==> src/rtl/vga_pkg.sv <==
// Shared display constants, pixel/colour types and small colour helpers
// used by the bouncing-sprite overlay.
package vga_pkg;

    localparam int H_ACTIVE = 640;
    localparam int V_ACTIVE = 480;

    typedef logic [1:0] rgb2_t;
    typedef logic [2:0] colour_idx_t;

    // Colour index cycles 1..7; zero is reserved so the sprite never goes black.
    function automatic colour_idx_t next_colour(input colour_idx_t c);
        return (c == 3'd7) ? 3'd1 : c + 3'd1;
    endfunction

    function automatic rgb2_t chan(input logic on);
        return on ? 2'b11 : 2'b00;
    endfunction

endpackage

==> src/rtl/bounce_axis.sv <==
// One axis of sprite motion: steps by STEP per enabled cycle, clamps at
// 0 and MAX, and reverses direction on any contact with a bound.
module bounce_axis #(
    parameter int MAX  = 608,
    parameter int STEP = 2
) (
    input  logic       clk,
    input  logic       rst_n,
    input  logic       step_en,
    output logic [9:0] pos,
    output logic       dir,
    output logic       flip
);

    localparam logic [10:0] MAX11  = 11'(MAX);
    localparam logic [10:0] STEP11 = 11'(STEP);

    logic [10:0] up_sum;
    logic [10:0] dn_diff;
    logic [9:0]  pos_next;

    // 11-bit math keeps an underflow visible in bit 10 instead of wrapping.
    always_comb begin
        up_sum   = {1'b0, pos} + STEP11;
        dn_diff  = {1'b0, pos} - STEP11;
        pos_next = pos;
        flip     = 1'b0;
        if (step_en) begin
            if (!dir) begin
                if (up_sum >= MAX11) begin
                    pos_next = MAX11[9:0];
                    flip     = 1'b1;
                end else begin
                    pos_next = up_sum[9:0];
                end
            end else begin
                if (dn_diff[10] || dn_diff == 11'd0) begin
                    pos_next = '0;
                    flip     = 1'b1;
                end else begin
                    pos_next = dn_diff[9:0];
                end
            end
        end
    end

    always_ff @(posedge clk or negedge rst_n) begin
        if (!rst_n) begin
            pos <= '0;
            dir <= 1'b0;
        end else begin
            pos <= pos_next;
            dir <= dir ^ flip;
        end
    end

endmodule

==> src/rtl/bounce_sprite.sv <==
// Bouncing square sprite overlaid on the timing generator's active area,
// with a two-tick pixel pipeline keeping rgb and syncs aligned.
module bounce_sprite
    import vga_pkg::*;
#(
    parameter int H_ACTIVE = vga_pkg::H_ACTIVE,
    parameter int V_ACTIVE = vga_pkg::V_ACTIVE,
    parameter int SPRITE_W = 32,
    parameter int SPRITE_H = 32,
    parameter int STEP     = 2
) (
    input  logic       clk,
    input  logic       rst_n,
    input  logic       clk_en,
    input  logic       freeze,
    input  logic       active_in,
    input  logic       hsync_in,
    input  logic       vsync_in,
    input  logic       v_begin,
    input  logic [9:0] hpos,
    input  logic [9:0] vpos,
    output rgb2_t      r,
    output rgb2_t      g,
    output rgb2_t      b,
    output logic       hsync,
    output logic       vsync,
    output logic       bounce
);

    logic [9:0]  x;
    logic [9:0]  y;
    logic        dir_x;
    logic        dir_y;
    logic        flip_x;
    logic        flip_y;
    logic        step_en;
    colour_idx_t colour_idx;
    logic        hit;
    logic        hit_q;
    logic        active_q;
    logic        hsync_q;
    logic        vsync_q;

    assign step_en = v_begin & ~freeze;

    bounce_axis #(.MAX(H_ACTIVE - SPRITE_W), .STEP(STEP)) u_axis_x (
        .clk(clk), .rst_n(rst_n), .step_en(step_en),
        .pos(x), .dir(dir_x), .flip(flip_x)
    );

    bounce_axis #(.MAX(V_ACTIVE - SPRITE_H), .STEP(STEP)) u_axis_y (
        .clk(clk), .rst_n(rst_n), .step_en(step_en),
        .pos(y), .dir(dir_y), .flip(flip_y)
    );

    // A corner hit flips both axes in one cycle but counts as one bounce.
    always_ff @(posedge clk or negedge rst_n) begin
        if (!rst_n) begin
            bounce     <= 1'b0;
            colour_idx <= 3'd1;
        end else begin
            bounce <= flip_x | flip_y;
            if (flip_x | flip_y)
                colour_idx <= next_colour(colour_idx);
        end
    end

    always_comb begin
        hit = ({1'b0, hpos} >= {1'b0, x}) && ({1'b0, hpos} < {1'b0, x} + 11'(SPRITE_W)) &&
              ({1'b0, vpos} >= {1'b0, y}) && ({1'b0, vpos} < {1'b0, y} + 11'(SPRITE_H));
    end

    always_ff @(posedge clk or negedge rst_n) begin
        if (!rst_n) begin
            hit_q    <= 1'b0;
            active_q <= 1'b0;
            hsync_q  <= 1'b1;
            vsync_q  <= 1'b1;
            r        <= '0;
            g        <= '0;
            b        <= '0;
            hsync    <= 1'b1;
            vsync    <= 1'b1;
        end else if (clk_en) begin
            hit_q    <= hit;
            active_q <= active_in;
            hsync_q  <= hsync_in;
            vsync_q  <= vsync_in;
            hsync    <= hsync_q;
            vsync    <= vsync_q;
            if (!active_q) begin
                r <= '0;
                g <= '0;
                b <= '0;
            end else if (hit_q) begin
                r <= chan(colour_idx[2]);
                g <= chan(colour_idx[1]);
                b <= chan(colour_idx[0]);
            end else begin
                r <= 2'b01;
                g <= 2'b01;
                b <= 2'b01;
            end
        end
    end

endmodule
==> config.mk <==
export PLATFORM = sky130hd
export DESIGN_NAME = bounce_sprite
export DESIGN_NICKNAME = d
export VERILOG_FILES = /design/src/rtl/vga_pkg.sv /design/src/rtl/bounce_axis.sv /design/src/rtl/bounce_sprite.sv
export SDC_FILE = /design/constraint.sdc
export NUM_CORES = 1
export LEC_CHECK = 0
export CORE_MARGIN = 5
export CORE_UTILIZATION = 57
export CTS_CLUSTER_DIAMETER = 40
export DETAILED_ROUTE_END_ITERATION = 10
export PLACE_DENSITY = 0.76
export SLEW_MARGIN = 25
export SYNTH_ARGS = -nofsm -noshare
export SYNTH_HDL_FRONTEND = slang
export SYNTH_HIERARCHICAL = 1
export SYNTH_SLANG_ARGS = --single-unit
==> constraint.sdc <==
create_clock -name clk -period 2.7 [get_ports clk]
set_input_delay 0.27 -clock clk [delete_from_list [all_inputs] [get_ports clk]]
set_output_delay 0.27 -clock clk [all_outputs]
set_load 0.005 [all_outputs]
; ---- Word level (Yosys, flattened, before mapping)
; Index checks and enable logic that the tools add are counted.
; Widths: inputs -> output; s select.
[word_totals]
reg_bits = 38
inputBits = 28
word_cells = 65
[op_classes]
n_addsub = 7
magnitude_cmp = 6
eq_ne = 1
mux = 24
bitwise = 5
n_reduce_logical = 7
[ops]
columns = cell, n
row1 = $mux 10, 6
row2 = $add 10x2->11 const B, 2
row3 = $add 10x6->11 const B, 2
row4 = $logic_not 11->1, 2
row5 = $lt 10x11->1, 2
row6 = $sub 10x2->11 const B, 2
row7 = $ge 10x10->1, 2
row8 = $mux 2, 9
row9 = $ge 11x10->1 const B, 1
row10 = $ge 11x9->1 const B, 1
row11 = $mux 1, 8
row12 = $add 3x1->3 const B, 1
row13 = $eq 3x3->1 const B, 1
row14 = $logic_and 1x1->1, 3
row15 = $mux 3, 1
row16 = $logic_or 1x1->1, 2
row17 = $xor 1x1->1, 2
row18 = $and 1x1->1, 1
row19 = $not 1->1, 1
row20 = $or 1x1->1, 1

; ---- Depth between registers and ports, before layout
; Gate-level depths: netlist of the first run.
[logic_depth]
depth_word = 7
mapped_depth = 11
mapped_depth_nobuf = 11

; ---- Cells and area by module
; The synthesis of the first run kept the hierarchy.
[by_module_without_submodules]
columns = module, n_inst, cells_per_inst, area_each_um2
row1 = bounce_sprite, 1, 174, 1515.2
row2 = bounce_axis (u_axis_y), 1, 118, 953.4
row3 = bounce_axis (u_axis_x), 1, 119, 947.2

; ---- Worst setup path after synthesis of the first run
; OpenSTA, ideal clock, no wires.
[synth_path]
path_type = reg2reg
startpoint = register u_axis_x.pos[7]
endpoint = register colour_idx[1]
setup_time_ns = 0.125
arrival_ns = 2.321
required_ns = 2.575
setup_slack_ns = 0.254
stages_incl_launch_ff = 9
n_path_buf = 1
period_less_slack_ns = 2.446
cell_sequence = dfrtp_1 > buf_6 > nand2_1 > nor3_1 > mux2_2 > o31ai_2 > nor2_1 > nor2_1 > mux2_2
[synth_via]
elab_chain_len = 7
[synth_lines]
columns = item, line_no
row1 = start: declaration, bounce_axis.sv:10  ; output logic [9:0] pos,
row2 = start signal: assignment, bounce_axis.sv:52  ; pos <= pos_next;
row3 = "parallel branches: the longest is 4 deep, another holds $add 10x2->11", --
row4 = $mux 1 *, bounce_axis.sv:29  ; if (!dir) begin
row5 = $mux 1 *, bounce_axis.sv:28  ; if (step_en) begin
row6 = net flip_x, bounce_sprite.sv:34  ; logic flip_x;
row7 = $or 1x1->1 *, bounce_sprite.sv:63  ; if (flip_x | flip_y)
row8 = end signal: assignment, bounce_sprite.sv:64  ; colour_idx <= next_colour(colour_idx);
row9 = end: declaration, bounce_sprite.sv:37  ; colour_idx_t colour_idx;
; Mark *: on every way through the listed nets, which the timed path passes.
; A chain may end at the register's enable or synchronous reset.

; ---- Worst setup path in the final report of the first run
[layout_path]
startpoint = register u_axis_x.pos[6]
endpoint = register hit_q
[layout_via]
elab_chain_len = 5
[layout_lines]
columns = item, line_no
row1 = $add 10x6->11, bounce_sprite.sv:69  ; hit = ({1'b0, hpos} >= {1'b0, x}) && ({1'b0, hpos} < {1'b0, x} + 11'(SPRITE_W)) &&
row2 = $lt 10x11->1, bounce_sprite.sv:69
row3 = $logic_and 1x1->1 * (2 in a row), bounce_sprite.sv:69
row4 = $logic_and 1x1->1 *, bounce_sprite.sv:70  ; ({1'b0, vpos} >= {1'b0, y}) && ({1'b0, vpos} < {1'b0, y} + 11'(SPRITE_H));
row5 = end signal: assignment, bounce_sprite.sv:85  ; hit_q <= hit;
row6 = end: declaration, bounce_sprite.sv:39  ; logic hit_q;
; Mark *: on every way between the ends. The rest lies on a longest branch, timed or not.

==> impl_summary.log, run 1 <==
[metrics] total half-perimeter wirelength after legalization and detailed placement: 6060 um
[metrics] largest fanout on the critical path: 9
[metrics] vias: 3,136
[metrics] power density cells: 800 mW/mm^2
[metrics] commonest non-fill, non-tap cells in the layout: sky130_fd_sc_hd__inv_1, sky130_fd_sc_hd__ha_1, sky130_fd_sc_hd__nand2_1
[metrics] Internal Power: 1.71 mW
[metrics] commonest non-fill, non-tap cell in the layout: sky130_fd_sc_hd__inv_1
[metrics] aggregate negative setup slack: 0 ns
[metrics] count of TritonRoute iterations in the first routing pass: 4
[metrics] total setup buffers inserted after CTS: 0
[metrics] syn nets: 477
[metrics] mean cell area of the mapped netlist: 8.31 sq um
[metrics] switching power share of the total: 45.7%
[metrics] largest net degree at the start of global routing: 37
[metrics] setup repair after global routing missed its margin: no
[metrics] WL/cell: 15.1 um
[metrics] grt total ovfl: 0
[metrics] max-slew violation total from the final report: 0
[metrics] Hold Slack: 0.422 ns
[metrics] critical path launch point type: flop
[metrics] cell area after layout: 0.00393 sq mm
[metrics] switching power: 1.44 mW
[metrics] crit path time final: 2.49 ns
[metrics] register area: 907 sq um
[metrics] endpoint arrival time on the critical path: 2.63 ns
[metrics] maximum achievable frequency: 401 MHz
[metrics] final worst clock skew: 0.0114 ns
[metrics] Worst IR Drop VDD: 443 uV
[metrics] I/O pin cnt: 37
[metrics] type of the worst setup path: reg2reg
[metrics] Starting Density: 58.0%
[metrics] input/output buffers: 36
[metrics] met3 layer wire length in the routed design: 516 um
[metrics] NumNets Final: 515
[metrics] ratio of cells with drive above 1 in the final layout: 12.4%
[metrics] Clk pwr share: 12.1%
[metrics] TritonCTS sink count: 36
[metrics] initial antenna violation count: 0
[metrics] synthesized instance count: 411
[metrics] post-route fraction of the period consumed by the critical path: 92.3%
[metrics] part of the total power dissipated in sequential elements: 29.5%
[metrics] Hold Path Class: in2async
[metrics] FF+latch count, synth: 36
[metrics] number of synthesis warnings: 6
[metrics] Core Rows: 28
[metrics] Global Route Usage Sum: 22.1%
[metrics] DRT iter0 DRCs: 124
[metrics] buffer cell driving the clock tree root: sky130_fd_sc_hd__clkbuf_8
[metrics] number of CTS-inserted buffers: 5
[metrics] htree depth: 2
[metrics] die footprint: 0.00764 sq mm
[metrics] Slew headroom: 58.1%
[metrics] Placed Area: 0.00385 sq mm
[metrics] Post-route DRC: 0
[metrics] placer congestion estimate: 0.922
[metrics] Post-DRT Antenna Nets: 0
[metrics] Mapped Area: 0.00342 sq mm
[metrics] most used flip-flop cell after synthesis: sky130_fd_sc_hd__dfrtp_1
[metrics] Area growth, synth to finish: 15.1%
[metrics] Core Region: 0.00589 sq mm
[metrics] share of flip-flops with an asynchronous set or reset after synthesis: 100%
[metrics] status: complete, no violations
[metrics] wirelength, routed: 7940 um
[metrics] number of inserted filler cells in the final layout: 512
[metrics] ratio of routed vias to standard cells: 5.97
[metrics] global-route wire length before repair: 13,600 um
[metrics] actual transition at the worst max-transition pin: 0.626 ns
[metrics] number of distinct library cells after synthesis: 73
[metrics] Max Cap Violations: 0
[metrics] Crit path required time: 2.84 ns
[metrics] number of hold buffers added after CTS: 0
[metrics] number of standard cells in the final layout excluding fillers: 525
[metrics] CTS tree: built
[metrics] Antenna Cells: 0
[metrics] number of cells in the design after placement: 517
[metrics] Lkg Pwr: 1.70 nW
[metrics] number of endpoints failing setup at the final stage: 0
[metrics] total area of multi-input combinational cells: 0.00221 sq mm
[metrics] total routed wire length on the met1 layer: 3620 um
[metrics] met2 wire length: 3760 um
[metrics] highest metal layer with signal wires: met4
[metrics] clock edge transition at the registers on the reported setup and hold paths: 0.08 ns
[metrics] Clock Path Buffers: 2
[metrics] number of gates resized after cts: 0
[metrics] die span in y: 87.4 um
[metrics] category of the worst setup path capture point: flop
[metrics] sequential element share of the synthesized area: 26.6%
[metrics] FF-to-FF path depth: 10
[metrics] vias in the first global route: 2,955
[metrics] Skew-Pair Late Insertion Delay: 0.29 ns
[metrics] Chip Width: 87.4 um
[metrics] Gate power share: 58.4%
[metrics] number of hold violations in the final report: 0
[metrics] number of enable-type register cells in the synthesized netlist: 0
[layer usage]
layer | track usage [%] | vias to the layer above
met2 | 36.6 | 88
met1 | 30.3 | 1485
met4 | 4.74 | 0
met5 | 0 | -
li1 | - | 1557
met3 | 3.69 | 6
[cell usage after synthesis, types with 3 or more instances]
cell                        instances  area (sq um)
sky130_fd_sc_hd__a211oi_1           4          30.0
sky130_fd_sc_hd__a21oi_1           27           135
sky130_fd_sc_hd__a31oi_1            6          37.5
sky130_fd_sc_hd__and3_1             4          25.0
sky130_fd_sc_hd__buf_4              3          22.5
sky130_fd_sc_hd__buf_6              4          45.0
sky130_fd_sc_hd__clkbuf_1           9          33.8
sky130_fd_sc_hd__dfrtp_1           31           776
sky130_fd_sc_hd__dfstp_2            5           131
sky130_fd_sc_hd__ha_1              38           475
sky130_fd_sc_hd__inv_1             39           146
sky130_fd_sc_hd__mux2_2             9           101
sky130_fd_sc_hd__mux2i_1            4          40.0
sky130_fd_sc_hd__nand2_1           37           139
sky130_fd_sc_hd__nand2b_1           4          25.0
sky130_fd_sc_hd__nand3_1           14          70.1
sky130_fd_sc_hd__nand4_1            6          37.5
sky130_fd_sc_hd__nor2_1            24          90.1
sky130_fd_sc_hd__nor2b_1            7          43.8
sky130_fd_sc_hd__nor3_1            11          55.1
sky130_fd_sc_hd__nor3b_1            3          22.5
sky130_fd_sc_hd__nor4_1             3          18.8
sky130_fd_sc_hd__o211ai_1           8          60.1
sky130_fd_sc_hd__o21a_1             5          37.5
sky130_fd_sc_hd__o21ai_0           20           100
sky130_fd_sc_hd__o21ai_1            9          45.0
sky130_fd_sc_hd__o22ai_1            6          37.5
sky130_fd_sc_hd__o2bb2ai_1          3          26.3
sky130_fd_sc_hd__xnor2_1           11          96.3
[state kept, by name, summed over array words and instances, names as in the netlist]
| name | flops |
|---|---|
| active_q | 1 |
| b | 2 |
| bounce | 1 |
| colour_idx | 3 |
| g | 2 |
| hit_q | 1 |
| hsync | 1 |
| hsync_q | 1 |
| r | 2 |
| u_axis_x/dir | 1 |
| u_axis_x/pos | 9 |
| u_axis_y/dir | 1 |
| u_axis_y/pos | 9 |
| vsync | 1 |
| vsync_q | 1 |
[path summary, 6_finish.rpt]
kind | startpoint | to | slack [ns]
min in group clk | r[0]$_DFFE_PN0P_ | r[0]$_DFFE_PN0P_ | 0.51
max in group asynchronous | rst_n | colour_idx[0]$_DFFE_PN1P_ | 1.91
worst max-delay path | u_axis_x/pos[6]$_DFFE_PN0P_ | hit_q$_DFFE_PN0P_ | 0.21
worst min-delay path | rst_n | u_axis_y/dir$_DFF_PN0_ | 0.42
worst max register to register | u_axis_x/pos[6]$_DFFE_PN0P_ | hit_q$_DFFE_PN0P_ | 0.21
worst min register to register | r[0]$_DFFE_PN0P_ | r[0]$_DFFE_PN0P_ | 0.51
[power by group through the flow]
stage	Combinational [mW]	Clock, mW	Sequential [mW]
after floorplan	1.42	0	0.856
final	1.84	0.382	0.927
after global placement	1.77	0	0.919
after CTS	1.83	0.394	0.920
after global routing	2.08	0.422	0.961
after detailed placement	1.82	0	0.931
[critical path: stages, from the launching register on]
cell and delay, ns:
sky130_fd_sc_hd__dfrtp_1 0.49, sky130_fd_sc_hd__ha_1 0.24, sky130_fd_sc_hd__nand3_1 0.11, sky130_fd_sc_hd__xnor2_1 0.16
sky130_fd_sc_hd__ha_1 0.31, sky130_fd_sc_hd__nand2_1 0.08, sky130_fd_sc_hd__or4_1 0.53, sky130_fd_sc_hd__a31oi_1 0.15
sky130_fd_sc_hd__o22ai_1 0.10, sky130_fd_sc_hd__nand4_1 0.09, sky130_fd_sc_hd__o22ai_1 0.08
[layout make-up]
cell class,count,area share (%)
multi-input combinational,313,56.3
sequential,36,23.1
timing repair buffer,53,12.4
inverter,40,3.82
tap,75,2.39
clock buffer,7,1.94
clock inverter,1,0.127
[logic make-up (layout without fill, tap and decap cells)]
group | count (synthesis) | count (layout) | share of synthesized area [%]
AOI/OAI and AO/OA | 116 | 116 | 23.2
xor gates and xnor gates | 12 | 12 | 3.08
DFF | 36 | 36 | 26.6
muxes | 13 | 13 | 4.14
adders and majority gates | 38 | 38 | 13.9
buffers and inverters | 62 | 101 | 8.75
and+or+nand+nor | 132 | 132 | 20.1
other | 2 | 2 | 0.220
[metrics by stage]
stage / total power [mW] / utilization, % / setup WS [ns]
after floorplan: 2.28 / - / 0.254
after global placement: 2.69 / 65.4 / 0.335
after detailed placement: 2.75 / 65.4 / 0.214
after CTS: 3.14 / 66.8 / 0.202
after global routing: 3.47 / 66.8 / 0.0235
final: 3.15 / 66.8 / 0.208
No activity file was read; power rests on OpenSTA's default activity.
==> run 2, diff against run 1 <==
--- a/config.mk
+++ b/config.mk
@@ -6,10 +6,10 @@
 export NUM_CORES = 1
 export LEC_CHECK = 0
 export CORE_MARGIN = 5
-export CORE_UTILIZATION = 57
+export CORE_UTILIZATION = 52
 export CTS_CLUSTER_DIAMETER = 40
 export DETAILED_ROUTE_END_ITERATION = 10
-export PLACE_DENSITY = 0.76
+export PLACE_DENSITY = 0.73
 export SLEW_MARGIN = 25
 export SYNTH_ARGS = -nofsm -noshare
 export SYNTH_HDL_FRONTEND = slang
==> constraint.sdc (replaced) <==
create_clock -name clk -period 2.2 [get_ports clk]
set_input_delay 0.22 -clock clk [delete_from_list [all_inputs] [get_ports clk]]
set_output_delay 0.22 -clock clk [all_outputs]
set_load 0.005 [all_outputs]
==> impl_summary.log, run 2 (synthesis gave the netlist of run 1 again) <==
[metrics] endpoint arrival time on the critical path: 2.52 ns (was 2.63 ns)
[metrics] number of endpoints failing setup at the final stage: 7 (was 0)
[metrics] status: finished with violations (was complete, no violations)
[metrics] Post-DRT Antenna Nets: 0 (unchanged)
[metrics] grt total ovfl: 0 (unchanged)
[metrics] WL/cell: 15.1 um (about the same)
[metrics] largest net degree at the start of global routing: 37 (unchanged)
[metrics] violations in the final reports: negative setup slack
[metrics] global-route wire length before repair: 13,900 um (was 13,600 um)
[metrics] Clock Path Buffers: 2 (unchanged)
[metrics] final setup margin: -0.145 ns (was 0.208 ns)
[metrics] maximum achievable frequency: 427 MHz (was 401 MHz)
[metrics] I/O pin cnt: 37 (unchanged)
[metrics] Post-route DRC: 0 (unchanged)
[metrics] Area growth, synth to finish: 25.4% (was 15.1%)
[metrics] utilization of the core after routing: 67.1% (was 66.8%)
[metrics] Skew-Pair Late Insertion Delay: 0.29 ns (about the same)
[metrics] number of standard cells in the final layout excluding fillers: 557 (was 525)
[metrics] final worst clock skew: 0.00832 ns (was 0.0114 ns)
[metrics] input/output buffers: 36 (unchanged)
[metrics] cell area after layout: 0.00428 sq mm (was 0.00393 sq mm)
[metrics] largest registers: u_axis_x/pos (9), u_axis_y/pos (9), colour_idx (3) (unchanged)
[metrics] category of the worst setup path capture point: flop (unchanged)
[metrics] Internal Power: 2.42 mW (was 1.71 mW)
[metrics] clock edge transition at the registers on the reported setup and hold paths: 0.08 ns (about the same)
[metrics] crit path time final: 2.34 ns (was 2.49 ns)
[metrics] NumNets Final: 545 (was 515)
[metrics] post-placement worst setup slack: -0.133 ns (was 0.214 ns)
[metrics] die footprint: 0.00829 sq mm (was 0.00764 sq mm)
[metrics] ratio of cells with drive above 1 in the final layout: 21.7% (was 12.4%)
[metrics] count of TritonRoute iterations in the first routing pass: 5 (was 4)
[metrics] Max Cap Violations: 0 (unchanged)
[metrics] Worst IR Drop VDD: 572 uV (was 443 uV)
[metrics] switching power share of the total: 43.9% (was 45.7%)
[metrics] Placed Area: 0.00407 sq mm (was 0.00385 sq mm)
[metrics] Core Rows: 29 (was 28)
[metrics] commonest non-fill, non-tap cells in the layout: sky130_fd_sc_hd__buf_4, sky130_fd_sc_hd__inv_1, sky130_fd_sc_hd__ha_1 (was sky130_fd_sc_hd__inv_1, sky130_fd_sc_hd__ha_1, sky130_fd_sc_hd__nand2_1)
[metrics] buffer cell driving the clock tree root: sky130_fd_sc_hd__clkbuf_8 (unchanged)
[metrics] TritonCTS sink count: 36 (unchanged)
[metrics] initial antenna violation count: 0 (unchanged)
[metrics] die span in y: 91.1 um (was 87.4 um)
[metrics] placer congestion estimate: 0.863 (was 0.922)
[metrics] Global Route Usage Sum: 19.7% (was 22.1%)
[metrics] max-slew violation total from the final report: 0 (unchanged)
[metrics] critical path launch point type: flop (unchanged)
[metrics] overall power consumption: 4.32 mW (was 3.15 mW)
[metrics] switching power: 1.89 mW (was 1.44 mW)
[metrics] ratio of routed vias to standard cells: 5.87 (was 5.97)
[metrics] wirelength, routed: 8440 um (was 7940 um)
[metrics] vias: 3,267 (was 3,136)
[metrics] Core Region: 0.00639 sq mm (was 0.00589 sq mm)
[metrics] Crit path required time: 2.38 ns (was 2.84 ns)
[metrics] Chip Width: 91.1 um (was 87.4 um)
[metrics] Starting Density: 53.5% (was 58.0%)
[metrics] Clk pwr share: 13.7% (was 12.1%)
[metrics] vias in the first global route: 3,003 (was 2,955)
[metrics] Gate power share: 60.4% (was 58.4%)
[metrics] aggregate negative setup slack: -0.536 ns (was 0 ns)
[metrics] Antenna Cells: 0 (unchanged)
[metrics] part of the total power dissipated in sequential elements: 25.8% (was 29.5%)
[metrics] number of CTS-inserted buffers: 5 (unchanged)
[metrics] number of cells in the design after placement: 545 (was 517)
[metrics] power density cells: 1010 mW/mm^2 (was 800 mW/mm^2)
[metrics] setup repair after global routing missed its margin: yes (was no)
[metrics] total half-perimeter wirelength after legalization and detailed placement: 6410 um (was 6060 um)
[metrics] number of hold violations in the final report: 0 (unchanged)
[metrics] type of the worst setup path: reg2reg (unchanged)
[metrics] DRT iter0 DRCs: 194 (was 124)
[metrics] Hold Path Class: in2async (unchanged)
[metrics] CTS tree: built (unchanged)
[metrics] Lkg Pwr: 1.87 nW (was 1.70 nW)
[metrics] reg2reg setup slack: -0.14 ns (was 0.21 ns)
[metrics] post-route fraction of the period consumed by the critical path: 107% (was 92.3%)
[metrics] htree depth: 2 (unchanged)
[metrics] largest fanout on the critical path: 4 (was 9)
[metrics] Hold Slack: 0.360 ns (was 0.422 ns)
[metrics] number of hold buffers added after CTS: 0 (unchanged)
[metrics] commonest non-fill, non-tap cell in the layout: sky130_fd_sc_hd__buf_4 (was sky130_fd_sc_hd__inv_1)
[run 2: per-layer routing]
metal	wire length, um	global-route usage (%)
met1	3820	27.0
met2	4080	32.7
met3	485	3.22
met4	55	4.65
met5	0	0
[run 2: power by group through the flow]
stage                     registers [mW]  clock network (mW)  logic [mW]
final                               1.11               0.593        2.61
after CTS                           1.10               0.607        2.53
after floorplan                     1.05                   0        1.76
after global placement              1.10                   0        2.40
after global routing                1.15               0.629        2.90
after detailed placement            1.11                   0        2.47
[run 2: final timing paths]
check / startpoint / to / cells after the start
worst max-delay path: u_axis_x/pos[5]$_DFFE_PN0P_ / colour_idx[1]$_DFFE_PN0P_ / 8
worst min-delay path: rst_n / g[1]$_DFFE_PN0P_ / 2
worst max register to register: u_axis_x/pos[5]$_DFFE_PN0P_ / colour_idx[1]$_DFFE_PN0P_ / 8
worst min register to register: b[0]$_DFFE_PN0P_ / b[0]$_DFFE_PN0P_ / 2
max in group asynchronous: rst_n / u_axis_x/pos[7]$_DFFE_PN0P_ / 2
min in group clk: b[0]$_DFFE_PN0P_ / b[0]$_DFFE_PN0P_ / 2
[run 2: critical path, stage by stage (launching register included)]
cell and delay [ns]:
sky130_fd_sc_hd__dfrtp_2 0.46, sky130_fd_sc_hd__buf_6 0.13, sky130_fd_sc_hd__or4_4 0.53, sky130_fd_sc_hd__or2_4 0.27, sky130_fd_sc_hd__o31ai_4 0.25, sky130_fd_sc_hd__nand2_2 0.12, sky130_fd_sc_hd__nor2_4 0.13, sky130_fd_sc_hd__nor2_4 0.05
sky130_fd_sc_hd__mux2_2 0.27
[run 2: cell type report]
type                    count  area (sq um)
clock buffers               5          68.8
clock inverters             3          42.5
fillers                   518          2100
inverters                  40           150
multi-input cells         313          2290
flip-flops and latches     36           910
well taps                  77          96.3
repair buffers             83           724
[run 2: repair_timing]
| item | CTS | global route |
|---|---|---|
| setup buffers | 3 | 1 |
| pin swaps | 2 | 7 |
| hold endpoints to repair | 0 | 0 |
| resized for setup | 3 | 19 |
| gates cloned | 0 | 0 |
| setup endpoints to repair | 3 | 11 |
